===== config.mk =====
export PLATFORM = sky130hd
export DESIGN_NAME = axis_stream_fifo
export DESIGN_NICKNAME = d
export VERILOG_FILES = /design/src/rtl/axis_stream_fifo.sv
export SDC_FILE = /design/constraint.sdc
export NUM_CORES = 1
export LEC_CHECK = 0
export CAP_MARGIN = 25
export CORE_ASPECT_RATIO = 0.5
export CORE_MARGIN = 3
export CORE_UTILIZATION = 51
export CTS_CLUSTER_DIAMETER = 60
export DETAILED_ROUTE_END_ITERATION = 8
export PLACE_DENSITY = 0.75
export SYNTH_ARGS = -nofsm -noshare
export SYNTH_HDL_FRONTEND = slang
export SYNTH_SLANG_ARGS = --single-unit

===== constraint.sdc =====
create_clock -name ACLK -period 4.4 [get_ports ACLK]
set_clock_uncertainty 0.1 [all_clocks]
set_input_delay 0.66 -clock ACLK [delete_from_list [all_inputs] [get_ports ACLK]]
set_output_delay 0.66 -clock ACLK [all_outputs]
set_load 0.03 [all_outputs]

===== src/rtl/axis_stream_fifo.sv =====
// AXI-Stream synchronous FIFO with first-word fall-through output and an
// optional store-and-forward mode that holds output until a packet is complete.
module axis_stream_fifo #(
  parameter int DATA_WIDTH  = 32,
  parameter int DEPTH       = 16,
  parameter int PACKET_MODE = 0
) (
  input  logic                        ACLK,
  input  logic                        ARESETN,
  input  logic                        s_axis_tvalid,
  output logic                        s_axis_tready,
  input  logic [DATA_WIDTH-1:0]       s_axis_tdata,
  input  logic [DATA_WIDTH/8-1:0]     s_axis_tkeep,
  input  logic                        s_axis_tlast,
  output logic                        m_axis_tvalid,
  input  logic                        m_axis_tready,
  output logic [DATA_WIDTH-1:0]       m_axis_tdata,
  output logic [DATA_WIDTH/8-1:0]     m_axis_tkeep,
  output logic                        m_axis_tlast,
  output logic [$clog2(DEPTH):0]      occupancy,
  output logic [$clog2(DEPTH):0]      pkt_count
);

  localparam int KW = DATA_WIDTH / 8;
  localparam int AW = $clog2(DEPTH);
  localparam int CW = AW + 1;
  localparam int EW = DATA_WIDTH + KW + 1;
  localparam logic [CW-1:0] FULL_COUNT = CW'(DEPTH);

  // Handshake: a word moves only on a rising edge where valid && ready are
  // both high on that side; valid never depends on ready, and the master
  // side holds its word stable until it is taken.
  logic [EW-1:0] mem [DEPTH];
  logic [AW-1:0] wr_ptr;
  logic [AW-1:0] rd_ptr;
  logic          wr_en;
  logic          rd_en;
  logic          wr_last;
  logic          rd_last;
  logic          not_empty;
  logic          full;

  assign not_empty = (occupancy != '0);
  assign full      = (occupancy == FULL_COUNT);

  // Ready is gated by reset directly so it is low while reset is held and
  // high the moment reset releases on an empty FIFO.
  assign s_axis_tready = ARESETN && !full;

  always_comb begin
    m_axis_tvalid = not_empty;
    if (PACKET_MODE != 0) begin
      // A full FIFO releases a partial packet so oversize packets cannot deadlock.
      m_axis_tvalid = not_empty && ((pkt_count != '0) || full);
    end
  end

  assign {m_axis_tlast, m_axis_tkeep, m_axis_tdata} = mem[rd_ptr];

  assign wr_en   = s_axis_tvalid && s_axis_tready;
  assign rd_en   = m_axis_tvalid && m_axis_tready;
  assign wr_last = wr_en && s_axis_tlast;
  assign rd_last = rd_en && m_axis_tlast;

  // Storage is not reset; the pointers and counts define what is valid.
  always_ff @(posedge ACLK) begin
    if (wr_en) begin
      mem[wr_ptr] <= {s_axis_tlast, s_axis_tkeep, s_axis_tdata};
    end
  end

  always_ff @(posedge ACLK or negedge ARESETN) begin
    if (!ARESETN) begin
      wr_ptr    <= '0;
      rd_ptr    <= '0;
      occupancy <= '0;
      pkt_count <= '0;
    end else begin
      if (wr_en) begin
        wr_ptr <= wr_ptr + 1'b1;
      end
      if (rd_en) begin
        rd_ptr <= rd_ptr + 1'b1;
      end
      case ({wr_en, rd_en})
        2'b10:   occupancy <= occupancy + 1'b1;
        2'b01:   occupancy <= occupancy - 1'b1;
        default: occupancy <= occupancy;
      endcase
      case ({wr_last, rd_last})
        2'b10:   pkt_count <= pkt_count + 1'b1;
        2'b01:   pkt_count <= pkt_count - 1'b1;
        default: pkt_count <= pkt_count;
      endcase
    end
  end

endmodule


### Yosys cells after proc, flatten, opt, wreduce, memory -nomap -nowiden

Memory sizes are Yosys's and may differ from the RTL's.
Index checks and enable logic that the tools add are counted.

| word-level totals | value |
|---|---|
| bits in latches | 0 |
| memories kept | 1 |
| word-level logic and storage cells | 29 |
| register bits after elaboration | 18 |
| bits in read-only memories | 0 |
| memory bits (writable) | 592 |

| cells by class | value |
|---|---|
| $add $sub $neg | 6 |
| bitwise gates (word level) | 0 |
| mux-type cells | 4 |
| magnitude comparators | 0 |
| shift-type cells | 0 |
| equality and inequality tests | 5 |
| reductions and logical operators | 9 |
| div/mod/pow operators | 0 |
| multipliers | 0 |

Memories:

| memory | words | bits a word | read ports | clocked after Yosys merged registers in | write ports | line | RTL |
|---|---|---|---|---|---|---|---|
| mem | 16 | 37 | 1 | 0 | 1 | 33 | `logic [EW-1:0] mem [DEPTH];` |

Operators with widths:

| kind | number |
|---|---|
| $pmux W5 S2 | 2 |
| $add A5 B1 Y5 const B | 2 |
| $sub A5 B1 Y5 const B | 2 |
| $add A4 B1 Y4 const B | 2 |
| $eq A5 B5 Y1 const B | 1 |
| $logic_and A1 B1 Y1 | 5 |
| $reduce_bool A5 Y1 | 1 |
| $eq A2 B1 Y1 const B | 2 |
| $eq A2 B2 Y1 const B | 2 |
| $reduce_bool A2 Y1 | 2 |
| $mux W1 | 2 |
| $logic_not A1 Y1 | 1 |

### Depth between registers and ports, before layout

| depth | value |
|---|---|
| depth in word-level cells | 7 |
| depth in mapped cells | 11 |
| gate-level depth less buffers | 11 |

### Worst setup path after synthesis

Ideal clock, no wire load.

| timing path | value |
|---|---|
| path kind | reg-to-reg |
| from | register occupancy[0] |
| to | memory mem[3][0] (netlist bit) (enable) |
| slack | -0.136 ns |
| data arrival time | 3.959 ns |
| required time | 3.823 ns |
| buffers on the path | 0 |
| cell stages (with the launch flop) | 5 |
| path through | dfrtp_1 > nor4_2 > a211oi_2 > nand2_1 > nor3_1 |

| between the ends | value |
|---|---|
| word-level cells in the longest chain between the ends | 6 |

RTL lines:

| element | line | RTL |
|---|---|---|
| from (decl) | 20 | `output logic [$clog2(DEPTH):0] occupancy,` |
| from (signal assigned) | 86 | `2'b10: occupancy <= occupancy + 1'b1;` |
| from (signal assigned) | 87 | `2'b01: occupancy <= occupancy - 1'b1;` |
| from (signal assigned) | 88 | `default: occupancy <= occupancy;` |
| $eq A5 B5 Y1 | 44 | `assign full = (occupancy == FULL_COUNT);` |
| $logic_not A1 Y1 | 48 | `assign s_axis_tready = ARESETN && !full;` |
| $logic_and A1 B1 Y1 | 48 |  |
| $logic_and A1 B1 Y1 | 60 | `assign wr_en = s_axis_tvalid && s_axis_tready;` |
| $mux W1 | 67 | `if (wr_en) begin` |
| $mux W1 (implied by the code) | 68 | `mem[wr_ptr] <= {s_axis_tlast, s_axis_tkeep, s_axis_tdata};` |
| to (decl) | 33 |  |

No other way between the ends.

### Worst setup path after layout

| timing path | value |
|---|---|
| from | register rd_ptr[1] |
| to | output port m_axis_tkeep[1] |

| between the ends | value |
|---|---|
| word-level cells in the longest chain between the ends | 1 |

RTL lines:

| element | line | RTL |
|---|---|---|
| from (decl) | 35 | `logic [AW-1:0] rd_ptr;` |
| from (signal assigned) | 83 | `rd_ptr <= rd_ptr + 1'b1;` |
| $mem_v2 Z16 W37 | n/a |  |
| to (decl) | 18 | `output logic [DATA_WIDTH/8-1:0] m_axis_tkeep,` |

No other way between the ends.

==> summary.md <==
| Metric | Value |
|---|---|
| Post-CTS Repair Setup Buffers | 0 |
| Status | complete, no violations |
| Syn Area/Cell | 22.43 µm² |
| First-pass DRT Iterations | 5 |
| Dpl hpwl | 25200 µm |
| Post-CTS Hold Buffers | 0 |
| TritonCTS buffer count | 51 |
| Hold_ws | 0.3634 ns |
| Register-to-register setup slack | between 0.7 and 0.8 ns |
| Diode count | 0 |
| Clock sinks | 610 |
| CP startpoint kind | flop |
| Most common cell after layout, fill and taps aside | edfxtp_1 |
| Critical path data arrival time | 3.30 ns |
| Die W | ~310 µm |
| Gpl congestion | about 0.74 |
| Slew @ Worst Pin | between 0.8 and 0.9 ns |
| Commonest non-fill, non-tap cells in the layout | edfxtp_1 (592), mux4_2 (148), clkdlybuf4s50_1 (89) |
| Antenna Nets Post-Route | 0 |
| Pleak | roughly 8.5 nW |
| Required time of the critical path | approximately 3.6 ns |
| H-tree lvl count | 2 |
| Post-CTS sizing | 0 |
| Cell Pwr Density | 642.7 mW/mm² |
| GRT Total Usage | 21.12% |
| Vias in the first global route | 11760 |
| Ports | 90 |
| Largest net degree at the start of global routing | 42 |
| DRT iter0 DRCs | 1252 |
| Mapped Nets | approximately 1100 |
| Synth area leader | edfxtp_1 |
| Worst path buffer plus inverter count | 2 |
| Clock-pin slew on the worst setup and hold paths | 0.07 ns |
| Crit Path Class | flop to primary output |
| Clk root buf | clkbuf_16 |
| R2r startpoint | rd_ptr[2]$_DFFE_PN0P_ |
| Synth Register Bits | slightly above 600 |
| Total number of vias | ~11000 |
| Die outline height | about 160 µm |
| Peak supply drop | about 0.00045 V |
| Crit-path max FO | 41 |
| Family with the most delay on the worst path | buffers and inverters |
| Final setup viols | 0 |
| Final hold violation count | 0 |
| Initial Util | about 53% |
| Synth warn | 0 |
| Top cell type's share of synthesized area | 76.15% |
| Die Area | 0.04853 mm² |
| Unrepaired setup endpoints after global routing | no |
| Max Clock Freq | 246.4 MHz |
| Top cells by area, synth | edfxtp_1 (76%), mux4_2 (14%), a22oi_1 (2.3%), dfrtp_1 (1.9%), nand2_1 (0.84%) |
| Initial antenna violation count | 0 |
| Max-slew headroom | between 40% and 50% |
| Layout cells sized above 1 | around a quarter |
| Row count | 54 |
| Final Max Slew Viols | 0 |
| EDFF count, synth | 592 |
| Max-cap check violation count | 0 |
| Worst Setup SP | rd_ptr[1]$_DFFE_PN0P_ |
| # DRC | 0 |
| Via/cell ratio | 6.233 |
| Clock Latency Late Sink | ~0.57 ns |
| Period utilisation layout | 92.22% |
| Wirelength per Cell | 27.89 µm |
| # fillers | 2868 |
| Netlist cell types | 38 |
| First-pass GRT wire length | 75150 µm |
| Synth Instances | between 1000 and 1500 |
| Total grt overflow | 0 |
| Post-Route WL | 50060 µm |
| Fin nets | roughly 1200 |
| Share of flip-flops with an asynchronous set or reset | 2.951% |
| Slowest stage cell, crit path | dfrtp_4 |
| Port Buffers | 89 |
| Min Clock Period, post-route | just over 4 ns |
| Mapped Area | 0.02334 mm² |
| DP Cell Count | 1703 |
| Core Region | 0.04439 mm² |
| Crit-path cells | buf_4 -> mux4_2 -> a22oi_1 -> nand2_1 -> clkdlybuf4s50_1 |
| Cell Count, Final, Fillers Out | 1795 |
| Max incr delay on CP | roughly 0.95 ns |
| Total power | approximately 0.017 W |
| Worst hold path type | input port to async pin |
| Setup total negative slack | 0 ns |
| Max Root-Sink Buffers | 3 |
| TritonCTS clock tree | yes |
| Seq/Total Area, Yosys | approximately four fifths |
| Most used DFF post-synth | edfxtp_1 |
| Area delta synth->final | 15.42% |
| Crit path capture type | primary output |
| Final core occ | between 60% and 70% |
==> per-layer routing <==
layer	GRT usage, %	wire length (µm)
met1	30.29	19950
met2	34.36	24760
met3	3.899	4405
met4	5.174	940
met5	0	0
==> registers in the layout, summed over array words and instances (netlist names) <==
| signal | cells |
|---|---|
| mem | 592 |
| occupancy | 5 |
| pkt_count | 5 |
| rd_ptr | 4 |
| wr_ptr | 4 |
==> area by class of cell <==
type                    count  area [µm²]  area share, %
clock inverters            31       274.0          1.017
flip-flops and latches    610       18240          67.68
clock buffers              61        1356          5.034
multi-input cells         363        4928          18.29
well taps                 588       735.7          2.730
inverters                  13       48.80         0.1811
repair buffers            129        1366          5.071
==> kinds of logic (layout without fill, tap and decap cells) <==
| group | after synthesis | count (layout) | synth area share (%) |
|---|---|---|---|
| DFF | 610 | 610 | 78.08 |
| muxes | 152 | 152 | 14.46 |
| AOI/OAI and AO/OA | 96 | 96 | 2.991 |
| and+or+nand+nor | 88 | 88 | 1.662 |
| buffers and inverters | 68 | 234 | 1.490 |
| adders and majority gates | 15 | 15 | 0.8683 |
| xor gates and xnor gates | 12 | 12 | 0.4502 |
==> through the flow <==
| step | cell area, µm² | setup slack, ns |
|---|---|---|
| after floorplan | 23360 | 0.8522 |
| after global placement | 25310 | 1.022 |
| after detailed placement | 25310 | 0.7270 |
| after CTS | 26940 | 0.3676 |
| after global routing | 26940 | 0.2744 |
| final | 26940 | 0.3424 |
==> where the power goes <==
group          leakage [nW]  switching, W  internal (W)  total (W)
logic                  2.20       0.00316       0.00259    0.00575
registers              5.55      0.000374       0.00674    0.00712
clock network         0.803       0.00197       0.00249    0.00445
==> cell usage after synthesis (2+ instances only) <==
library cell  instances
buf_2                14
nand4_1               2
clkbuf_1             26
edfxtp_1            592
mux2_2                2
a22oi_1              72
inv_1                12
xor2_1                3
nor3_1                6
o21ai_0               8
buf_6                 8
nor2_1               14
xnor2_1               9
buf_1                 3
dfrtp_1              18
a21oi_1               5
mux2i_1               2
nand2b_1              3
a21o_1                2
a211oi_1              2
ha_1                 13
nor2b_1               4
or3_1                 2
o311ai_0              3
buf_4                 4
fa_1                  2
nand2_1              52
mux4_2              148
==> final timing paths <==
path	depth (start not counted)	endpoint
setup / recovery	5	m_axis_tkeep[1]
hold / removal	2	pkt_count[1]$_DFFE_PN0P_
setup reg to reg	9	pkt_count[4]$_DFFE_PN0P_
hold reg to reg	2	pkt_count[2]$_DFFE_PN0P_
max in group asynchronous	2	rd_ptr[0]$_DFFE_PN0P_
min in group ACLK	2	pkt_count[2]$_DFFE_PN0P_
(Power assumes the default switching activity.)
==> patch (config.mk and constraints unchanged) <==
Change the parameter `PACKET_MODE` from 0 to 1.
--- a/src/rtl/axis_stream_fifo.sv
+++ b/src/rtl/axis_stream_fifo.sv
@@ -3,7 +3,7 @@
 module axis_stream_fifo #(
   parameter int DATA_WIDTH  = 32,
   parameter int DEPTH       = 16,
-  parameter int PACKET_MODE = 0
+  parameter int PACKET_MODE = 1
 ) (
   input  logic                        ACLK,
   input  logic                        ARESETN,
Function: changed (Yosys sat finds a counterexample within 4 cycles, from zero or initial values and one cycle with ARESETN low).
==> patch against the unedited design <==
Routed wire length decreased by 0.43%; sequential cell count unchanged; maximum frequency decreased by 1.8%; total power decreased by 0.63%; setup slack got worse by 0.074 ns; cell area decreased by 0.20%; area after synthesis increased by 0.19%; count of clock-buffer cells in the layout increased by 6; largest cell class unchanged.
==> patch: results (changes against the unedited design) <==
----------------------------------------------------
[Status]
  Result of the run ... completed

[Drt]
  Drt wl/cell ... 27.8 um (-0.27%)
  Routed Wire Length ... 49800 um (-0.43%)
  Routed vias/inst ... 6.23 (-0.12%)
  Number of DRC violations after detailed-routing iteration 0 ... 1256 (+0.32%)

[CTS]
  Number of buffers created by CTS ... 52 (+2.0%)

[Global route]
  Via count of the first global-routing pass ... 12000 (+1.8%)
  Global-route wire length before repair ... 75200 um (about the same)
  Initial antenna violation count ... 1 (+1)
  Largest net degree at the start of global routing ... 58 (+38%)
  Global Route Usage Sum ... 21.0% (-0.070 points)

[Pwr]
  Max VDD drop ... 0.000370 V (-18%)
  Static Leak ... 8.49 nW (-0.69%)
  P_int ... 11.7 mW (-1.0%)

[Synthesis]
  Fraction of the yosys area taken by sequential cells ... 77.9% (-0.15 points)
  Most numerous cell types in the synthesized netlist ... 592 x sky130_fd_sc_hd__edfxtp_1, 148 x sky130_fd_sc_hd__mux4_2, 72 x sky130_fd_sc_hd__a22oi_1
  Synthesized Nets ... 1100 (+0.27%)
  Number of library cell types mapped by synthesis ... 42 (+11%)
  Top cells by area, synth ... sky130_fd_sc_hd__edfxtp_1 76%, sky130_fd_sc_hd__mux4_2 14%, sky130_fd_sc_hd__a22oi_1 2.3%
  Synthesized area per cell ... 22.4 um^2 (about the same)

[Critical path]
  Worst setup path endpoint ... m_axis_tdata[27]
  Highest net fanout along the worst path ... 30 (-27%)
  Worst setup path startpoint ... rd_ptr[0]
  Critical Path AT ... 3.37 ns (+0.07 ns)
  Register-to-register setup slack ... 0.72 ns (-0.05 ns)

[STA]
  Max_slew headroom ... 47.9% (+2.4 points)

[Place]
  Detailed placer's ending HPWL ... 26100 um (+3.5%)
  Instance count after placement with tap cells included ... 1700 (-0.18%)
  RePlAce Congestion ... 0.756 (+1.9%)

[Layout]
  Ratio of cells with drive above 1 in the final layout ... 23.0% (-0.59 points)
  Layout Nets ... 1222 (-0.16%)

----------------------------------------------------
patch: per-stage QoR:
step | setup WS [ns] | hold WS, ns | instance area, um^2
6_report | 0.269 | 0.390 | 26900
5_1_grt | 0.0976 | 0.405 | 26900
4_1_cts | 0.205 | 0.374 | 26900
3_5_place_dp | 0.677 | 0.459 | 25300
3_3_place_gp | 0.835 | 0.441 | 25300
2_1_floorplan | 0.841 | 0.264 | 23400
patch: metal layers:
metal  global-route usage, %  wire, um  vias up
li1                        -         -     4643
met1                    29.4     19600     5905
met2                    34.9     25000      524
met3                    3.75      4130       84
met4                    5.96      1120        0
met5                       0         0        -
patch: how the worst min path moves through the flow:
stage	from	to	slack, ns
final	ARESETN	rd_ptr[0]	0.39
after global routing	ARESETN	rd_ptr[3]	0.41
after CTS	ARESETN	rd_ptr[3]	0.37
after detailed placement	pkt_count[2]	pkt_count[2]	0.46
after global placement	pkt_count[2]	pkt_count[2]	0.44
after floorplan	ARESETN	occupancy[0]	0.26
patch: critical path, stage by stage (launching register included):
cell	delay (ns)
sky130_fd_sc_hd__dfrtp_4	0.78
sky130_fd_sc_hd__buf_12	0.33
sky130_fd_sc_hd__mux4_2	0.56
sky130_fd_sc_hd__a22oi_1	0.29
sky130_fd_sc_hd__nand2_1	0.17
sky130_fd_sc_hd__clkdlybuf4s50_1	0.63
patch: area by class of cell:
| cell class | count | area [um^2] |
|---|---|---|
| timing repair buffer | 123 | 1310 |
| sequential | 610 | 18200 |
| tap | 588 | 736 |
| fill | 2889 | 17500 |
| clock buffer | 67 | 1400 |
| multi-input combinational | 367 | 4980 |
| antenna | 1 | 2.50 |
| inverter | 12 | 45.0 |
| clock inverter | 24 | 180 |
patch: logic make-up (layout without fill, tap and decap cells):
family                   Yosys count  count (layout)  share of synthesized area [%]
AO/OA/AOI/OAI                     96              96                           2.98
XOR/XNOR                          12              12                          0.449
adder cells (fa/ha/maj)           15              15                          0.867
buffers and inverters             67             226                           1.45
flip-flops                       610             610                           77.9
multiplexers                     152             152                           14.4
other                              0               1                              0
AND/OR/NAND/NOR                   92              92                           1.87
patch: power groups by stage:
stage	clock network [mW]	logic, mW	registers [mW]
CTS	4.39	5.81	7.14
finish	4.33	5.74	7.14
floorplan	0	3.96	7.07
detailed placement	0	5.76	7.26
global route	4.62	6.08	7.19
global placement	0	5.65	7.22
